===== config.mk =====
export PLATFORM = sky130hd
export DESIGN_NAME = issue_unit
export DESIGN_NICKNAME = d
export VERILOG_FILES = /design/src/rtl/issue_unit.sv
export SDC_FILE = /design/constraint.sdc
export NUM_CORES = 1
export LEC_CHECK = 0
export CORE_MARGIN = 2
export CORE_UTILIZATION = 43
export DETAILED_ROUTE_END_ITERATION = 12
export PLACE_DENSITY_LB_ADDON = 0.1
export SLEW_MARGIN = 40
export SYNTH_ARGS = -nofsm -noshare
export SYNTH_HDL_FRONTEND = slang
export SYNTH_SLANG_ARGS = --single-unit

===== constraint.sdc =====
create_clock -name clk -period 7 [get_ports clk]
set_clock_uncertainty 0.2 [all_clocks]
set_input_delay 1.05 -clock clk [delete_from_list [all_inputs] [get_ports clk]]
set_output_delay 1.05 -clock clk [all_outputs]
set_load 0.01 [all_outputs]

===== src/rtl/issue_unit.sv =====
// Round-robin issue arbiter for the INT/MUL/DIV/LS issue queues with CDB slot reservation
// and divider occupancy tracking. Define ISSUE_STATS_EN to enable the saturating per-queue grant counters.
module issue_unit #(
    parameter int INT_LAT = 1,
    parameter int MUL_LAT = 4,
    parameter int DIV_LAT = 6,
    parameter int LS_LAT  = 2,
    parameter int RES_W   = 8
) (
    input  logic        clk,
    input  logic        rst_n,
    input  logic        int_ready,
    input  logic        mul_ready,
    input  logic        div_ready,
    input  logic        ls_ready,
    output logic        int_issue,
    output logic        mul_issue,
    output logic        div_issue,
    output logic        ls_issue,
    output logic        issue_valid,
    output logic [1:0]  issue_sel,
    output logic        cdb_expect,
    output logic        div_busy,
    output logic [15:0] stat_int_cnt,
    output logic [15:0] stat_mul_cnt,
    output logic [15:0] stat_div_cnt,
    output logic [15:0] stat_ls_cnt
);

    localparam int DCW = $clog2(DIV_LAT + 1);

    logic [RES_W-1:0] res_reg, res_next;
    logic [DCW-1:0]   div_cnt_reg, div_cnt_next;
    logic [1:0]       rr_ptr_reg, rr_ptr_next;
    logic [3:0]       ready_vec, elig_vec, grant_vec;
    logic [RES_W-1:0] set_mask [4];
    logic [1:0]       sel;
    logic             div_free;

    assign ready_vec = {ls_ready, div_ready, mul_ready, int_ready};
    assign div_free  = (div_cnt_reg == '0);

    // Per-queue eligibility and the reservation bit a grant books (slot LAT lands in LAT-1 after the shift).
    generate
        for (genvar gi = 0; gi < 4; gi++) begin : g_queue
            localparam int LAT = (gi == 0) ? INT_LAT :
                                 (gi == 1) ? MUL_LAT :
                                 (gi == 2) ? DIV_LAT : LS_LAT;
            localparam bit IS_DIV = (gi == 2);
            assign elig_vec[gi] = rst_n & ready_vec[gi] & ~res_reg[LAT] & (div_free | ~IS_DIV);
            assign set_mask[gi] = grant_vec[gi] ? (RES_W'(1) << (LAT - 1)) : '0;
        end
    endgenerate

    always_comb begin : arb
        logic [1:0] idx;
        logic       found;
        grant_vec = '0;
        sel       = '0;
        found     = 1'b0;
        idx       = '0;
        for (int k = 0; k < 4; k++) begin
            idx = rr_ptr_reg + 2'(k);
            if (!found && elig_vec[idx]) begin
                found          = 1'b1;
                grant_vec[idx] = 1'b1;
                sel            = idx;
            end
        end
    end

    assign {ls_issue, div_issue, mul_issue, int_issue} = grant_vec;
    assign issue_valid = |grant_vec;
    assign issue_sel   = sel;
    assign cdb_expect  = res_reg[0];
    assign div_busy    = ~div_free;

    always_comb begin
        res_next     = (res_reg >> 1) | set_mask[0] | set_mask[1] | set_mask[2] | set_mask[3];
        rr_ptr_next  = issue_valid ? sel + 2'd1 : rr_ptr_reg;
        div_cnt_next = div_cnt_reg;
        if (grant_vec[2]) begin
            div_cnt_next = DCW'(DIV_LAT - 1);
        end else if (!div_free) begin
            div_cnt_next = div_cnt_reg - DCW'(1);
        end
    end

    always_ff @(posedge clk) begin
        if (!rst_n) begin
            res_reg     <= '0;
            div_cnt_reg <= '0;
            rr_ptr_reg  <= '0;
        end else begin
            res_reg     <= res_next;
            div_cnt_reg <= div_cnt_next;
            rr_ptr_reg  <= rr_ptr_next;
        end
    end

`ifdef ISSUE_STATS_EN
    logic [15:0] stat_reg [4];

    always_ff @(posedge clk) begin
        for (int k = 0; k < 4; k++) begin
            if (!rst_n) begin
                stat_reg[k] <= '0;
            end else if (grant_vec[k] && stat_reg[k] != 16'hFFFF) begin
                stat_reg[k] <= stat_reg[k] + 16'd1;
            end
        end
    end

    assign stat_int_cnt = stat_reg[0];
    assign stat_mul_cnt = stat_reg[1];
    assign stat_div_cnt = stat_reg[2];
    assign stat_ls_cnt  = stat_reg[3];
`else
    assign stat_int_cnt = '0;
    assign stat_mul_cnt = '0;
    assign stat_div_cnt = '0;
    assign stat_ls_cnt  = '0;
`endif

endmodule

==> results of run 1 <==
[kinds of logic (layout without fill, tap and decap cells)]
logic type | after synthesis | count (layout) | synth area share
and+or+nand+nor | 34 | 34 | 0.138
AOI/OAI and AO/OA | 32 | 32 | 0.169
adders and majority gates | 11 | 11 | 0.0939
DFF | 11 | 11 | 0.150
muxes | 6 | 6 | 0.0444
xor gates and xnor gates | 2 | 2 | 0.0119
buffers and inverters | 83 | 31 | 0.390
other | 1 | 64 | 0.00256
[final timing paths]
check / to / cells past startpoint / from / slack, ns
hold / removal: res_reg[4] / 1 / res_reg[5] / 0.23
setup reg to reg: rr_ptr_reg[0] / 9 / rr_ptr_reg[1] / 3.48
setup / recovery: issue_valid / 9 / rst_n / 1.02
hold reg to reg: res_reg[4] / 1 / res_reg[5] / 0.23
[critical path, delay by kind of cell]
| kind | cells | cell delay (ns) |
|---|---|---|
| buf+inv | 3 | 1.41 |
| simple gates | 2 | 0.72 |
| compound gates | 2 | 0.73 |
| mux | 2 | 0.82 |
[layer usage]
| metal | vias up | global-route usage |
|---|---|---|
| li1 | 497 | - |
| met1 | 473 | 0.157 |
| met2 | 56 | 0.221 |
| met3 | 5 | 0.0378 |
| met4 | 0 | 0.0389 |
| met5 | - | 0 |
[cells in the mapped netlist (3+ instances only)]
| cell | count | area share |
|---|---|---|
| buf_4 | 65 | 0.33 |
| inv_1 | 12 | 0.031 |
| dfxtp_1 | 11 | 0.15 |
| ha_1 | 11 | 0.094 |
| nand2_1 | 9 | 0.023 |
| a21oi_1 | 7 | 0.024 |
| and2_1 | 4 | 0.017 |
| mux2_2 | 4 | 0.031 |
| o21a_1 | 4 | 0.020 |
| nand2b_1 | 3 | 0.013 |
| nor3_1 | 3 | 0.010 |
| o211ai_1 | 3 | 0.015 |
| o21ai_0 | 3 | 0.010 |
[report_power, final]
| group | internal [µW] | total, µW | switching, µW |
|---|---|---|---|
| registers | 87.8 | 112 | 24.5 |
| logic | 172 | 360 | 188 |
| clock network | 22.0 | 42.2 | 20.2 |
[area by class of cell]
class / instances / area, µm²
tap: 46 / 57.6
timing repair buffer: 14 / 140
inverter: 13 / 48.8
multi-input combinational: 149 / 911
clock buffer: 4 / 26.3
fill: 344 / 1910
sequential: 11 / 220
[metrics by stage]
stage / power [µW] / area (µm²) / worst slack [ns] / util
3_3_place_gp: 472 / 1380 / 1.10 / 0.416
5_1_grt: 567 / 1400 / 0.803 / 0.424
6_report: 515 / 1400 / 1.02 / 0.424
2_1_floorplan: 389 / 1700 / 2.49 / -
4_1_cts: 517 / 1400 / 0.989 / 0.424
3_5_place_dp: 471 / 1380 / 1.02 / 0.416
[layout by cell type, fill, tap and decap left out, drive strengths merged, types with 2 or more instances in the layout]
| master | n |
|---|---|
| a21boi | 2 |
| a21oi | 7 |
| a221o | 2 |
| and2 | 4 |
| and3 | 3 |
| clkbuf | 4 |
| clkdlybuf4s50 | 14 |
| conb | 64 |
| dfxtp | 11 |
| ha | 11 |
| inv | 13 |
| mux2 | 4 |
| mux2i | 2 |
| nand2 | 10 |
| nand2b | 3 |
| nand3 | 2 |
| nor2 | 2 |
| nor3 | 3 |
| o211ai | 3 |
| o21a | 4 |
| o21ai | 3 |
| or3 | 2 |
| or4 | 2 |
==> metrics.md, run 1 <==
| Metric | Value |
|---|---|
| Outcome | `finished, final reports clean` |
| Post-Route M1 WL | `1090 µm` |
| Number of clock sinks | `11` |
| Die extent in y | `62.4 µm` |
| Port Buf Inserts | `14` |
| CORE AREA | `3310 µm²` |
| Latest clock arrival within the worst-skew pair | `0.26 ns` |
| Synth Cell Area | `1470 µm²` |
| Initial antenna violation count | `0` |
| Ys flop type | `dfxtp_1` |
| Fin cells | `237` |
| Worst hold path class | `flop to flop` |
| Routed met3 length | `190 µm` |
| First-pass DRT Iterations | `4` |
| CTS tree | `built` |
| Unique masters post-synth | `44` |
| Via Count | `1031` |
| Synthesized area per cell | `8.15 µm²` |
| Dominant cell type by count on the critical path | `clkdlybuf4s50_1` |
| H-tree depth | `1` |
| Worst path cell trace | `clkdlybuf4s50_1, nand2_2, o32a_4, mux2i_1, mux2_2, a221oi_2, inv_2, or4_4, clkdlybuf4s50_1` |
| Setup violators final | `0` |
| Synth Register Bits | `11` |
| Rows | `21` |
| Number of enable flip-flop cells after synthesis | `0` |
| Final Critical Period | `5.98 ns` |
| Final Net Count | `209` |
| Slowest cell on the critical path | `clkdlybuf4s50_1` |
| Reg clk slew, reported paths | `0.07 ns` |
| Post-route DRC violation count | `0` |
| Leak pwr | `0.000714 µW` |
| Asr flop ratio synth | `0` |
| Crit Path Class | `input port to primary output` |
| Slew Viols, Final | `0` |
| Drt first-iter violations | `12` |
| Post-route setup TNS | `0 ns` |
| Routed length per instance | `10.5 µm` |
| CP startpoint kind | `input port` |
| Total wire length | `2500 µm` |
| RD Place Congestion | `0.834` |
| Die area | `3890 µm²` |
| Largest net degree at the start of global routing | `18` |
| CP Capture Type | `primary output` |
| Max transition margin | `0.616` |
| Largest register FFs | `6` |
| GRT Resource Usage Total | `0.130` |
| Max VDD drop | `0.000196 V` |
| Die width | `62.4 µm` |
| Placed wire-length estimate | `1990 µm` |
| Worst slew pin tran | `0.574 ns` |
| I/O pins | `79` |
| Post-synthesis sequential area ratio | `0.150` |
| First-pass GRT wire length | `4170 µm` |
| Initial core utilization | `0.443` |
| Grt ovf | `0` |
| MaxCap Viol Count | `0` |
| Pwr dens | `367 nW/µm²` |
| TritonCTS Buffers | `3` |
| CTS Root Cell | `clkbuf_4` |
| Setup bufs post-CTS | `0` |
| Slowest stage delay, CP | `0.83 ns` |
| Deepest clock path buffer count | `2` |
| Worst hold slack | `0.234 ns` |
| Syn Inst Count | `180` |
| Synth Warn # | `0` |
| Post-cts sizing count | `0` |
| Ant diodes | `0` |
| RSZ-0062 raised after global routing | `no` |
| Vias in the first global route | `907` |
| Fraction of layout cells with a size suffix above 1 | `0.0733` |
| # hold bufs at CTS | `0` |
| Top sig layer | `met4` |
| Worst-path fanout max | `17` |
| Critical path data required time | `5.75 ns` |
| DR vias/cell | `4.35` |
| WP data arrival | `4.73 ns` |
| Area Growth Syn to Fin | `-4.27%` |
| Crit share post-route | `0.855` |
| Placed cells | `233` |
| Final hold viol count | `0` |
| Final ANT Viol Nets | `0` |
| Max frequency | `167 MHz` |
| Metal2 WL | `1170 µm` |
Note: power is estimated with default switching activity, not from simulation.
==> run 2, diff against run 1 <==
--- a/config.mk
+++ b/config.mk
@@ -5,7 +5,6 @@
 export SDC_FILE = /design/constraint.sdc
 export NUM_CORES = 1
 export LEC_CHECK = 0
-export CORE_MARGIN = 2
 export CORE_UTILIZATION = 43
 export DETAILED_ROUTE_END_ITERATION = 12
 export PLACE_DENSITY_LB_ADDON = 0.1
==> run 2 against run 1 <==
  * Critical endpoint unchanged
  * Clock power fell by 4%
  * Global-route usage rose by 0.84 points
  * Combinational power barely moved
  * Via count fell by 1.1%
  * Sequential share of layout area barely moved
  * Cell count fell by 0.84%
  * Sequential cell count did not move
  * Routed wire length fell by 2.0%
  * Non-clock buffer count did not move
==> metrics.md, run 2 (synthesis gave the netlist of run 1 again) <==
| Metric | Value |
|---|---|
| Slew Viols, Final | `0` |
| Final Critical Period | `5.98 ns` |
| Critical path data required time | `5.75 ns` |
| Initial antenna violation count | `0` |
| # hold bufs at CTS | `0` |
| Most frequent cells in the layout | `conb_1 (64), clkdlybuf4s50_1 (14), inv_1 (12)` |
| MaxCap Viol Count | `0` |
| Worst slew pin tran | `0.550 ns` |
| Die extent in y | `60.4 µm` |
| Initial core utilization | `0.465` |
| Drt first-iter violations | `24` |
| Final hold viol count | `0` |
| Routed length per instance | `10.4 µm` |
| Total wire length | `2440 µm` |
| Die width | `60.4 µm` |
| Setup bufs post-CTS | `0` |
| Latest clock arrival within the worst-skew pair | `0.26 ns` |
| Vias in the first global route | `816` |
| Max transition margin | `0.632` |
| Rows | `20` |
| Post-Route M1 WL | `1110 µm` |
| Final Cell Area | `1400 µm²` |
| Slowest stage delay, CP | `0.82 ns` |
| Setup violators final | `0` |
| Fraction of layout cells with a size suffix above 1 | `0.0733` |
| Pwr dens | `366 nW/µm²` |
| Crit Path Class | `input port to primary output` |
| Most common cell after layout, fill and taps aside | `conb_1` |
| GRT Resource Usage Total | `0.138` |
| Crit share post-route | `0.855` |
| CTS Root Cell | `clkbuf_4` |
| Outcome | `finished, final reports clean` |
| Worst hold path class | `flop to flop` |
| First-pass GRT wire length | `3750 µm` |
| CORE AREA | `3150 µm²` |
| Total Power | `512 µW` |
| Reg clk slew, reported paths | `0.06 ns` |
| Slowest cell on the critical path | `clkdlybuf4s50_1` |
| I/O pins | `79` |
| Dominant cell type by count on the critical path | `clkdlybuf4s50_1` |
| Largest net degree at the start of global routing | `18` |
| Worst-path fanout max | `17` |
| Worst path cell trace | `clkdlybuf4s50_1, nand2_2, o32a_4, mux2i_1, mux2_2, a221oi_2, inv_2, or4_4, clkdlybuf4s50_1` |
| Deepest clock path buffer count | `2` |
| Top sig layer | `met3` |
| RSZ-0062 raised after global routing | `no` |
| CP startpoint kind | `input port` |
| Leak pwr | `0.000714 µW` |
| Final ANT Viol Nets | `0` |
| Routed met3 length | `203 µm` |
| Metal2 WL | `1130 µm` |
| Number of clock sinks | `11` |
| Via Count | `1020` |
| RD Place Congestion | `0.878` |
| Area of placed instances | `1380 µm²` |
| DR vias/cell | `4.34` |
| Post-Route Utilization | `0.444` |
| Port Buf Inserts | `14` |
| Grt ovf | `0` |
| CTS tree | `built` |
| Area Growth Syn to Fin | `-4.44%` |
| Post-route DRC violation count | `0` |
| Placed wire-length estimate | `1980 µm` |
| H-tree depth | `1` |
| Final Net Count | `209` |
| TritonCTS Buffers | `3` |
| CP Capture Type | `primary output` |
| Ant diodes | `0` |
| Post-route setup TNS | `0 ns` |
| Max frequency | `167 MHz` |
| Largest register FFs | `6` |
| Die area | `3650 µm²` |
| Max VDD drop | `0.000260 V` |
| WP data arrival | `4.73 ns` |
| Worst hold slack | `0.232 ns` |
| Post-cts sizing count | `0` |
| First-pass DRT Iterations | `4` |
run 2: cell counts in the layout (fill, tap and decap cells not counted):
No cell type changed its count.
run 2: cell type report:
type / count / area [µm²]
Clock buffer: 4 / 26.3
Fill cell: 337 / 1750
Inverter: 13 / 48.8
Multi-Input combinational cell: 149 / 911
Sequential cell: 11 / 220
Tap cell: 44 / 55.1
Timing Repair Buffer: 14 / 140
run 2: metrics by stage:
stage	instances	setup WS (ns)
3_3_place_gp	231	1.10
3_5_place_dp	231	1.03
6_report	235	1.02
2_1_floorplan	243	2.49
5_1_grt	235	0.837
4_1_cts	235	1.02
run 2: path summary, 6_finish.rpt:
kind,from,to,slack [ns],cells after the start
max,rst_n,issue_valid,1.02,9
min,res_reg[5],res_reg[4],0.23,1
max reg2reg,rr_ptr_reg[1],rr_ptr_reg[0],3.47,9
min reg2reg,res_reg[5],res_reg[4],0.23,1
run 2: routing by layer:
layer | up-vias | track usage
met5 | - | 0
met4 | 0 | 0.0299
met3 | 0 | 0.0362
met2 | 59 | 0.203
met1 | 464 | 0.201
li1 | 497 | -
run 2: power by group:
group / total, µW / switching, µW / internal, µW
logic: 359 / 187 / 172
clock network: 40.6 / 18.6 / 22.0
registers: 113 / 25.2 / 87.9
run 2: worst max-delay path, delay by kind of cell:
family                 cells  cell delay (ns)
AOI/OAI and AO/OA          2             0.73
buffers and inverters      3             1.41
muxes                      2             0.83
and+or+nand+nor            2             0.71
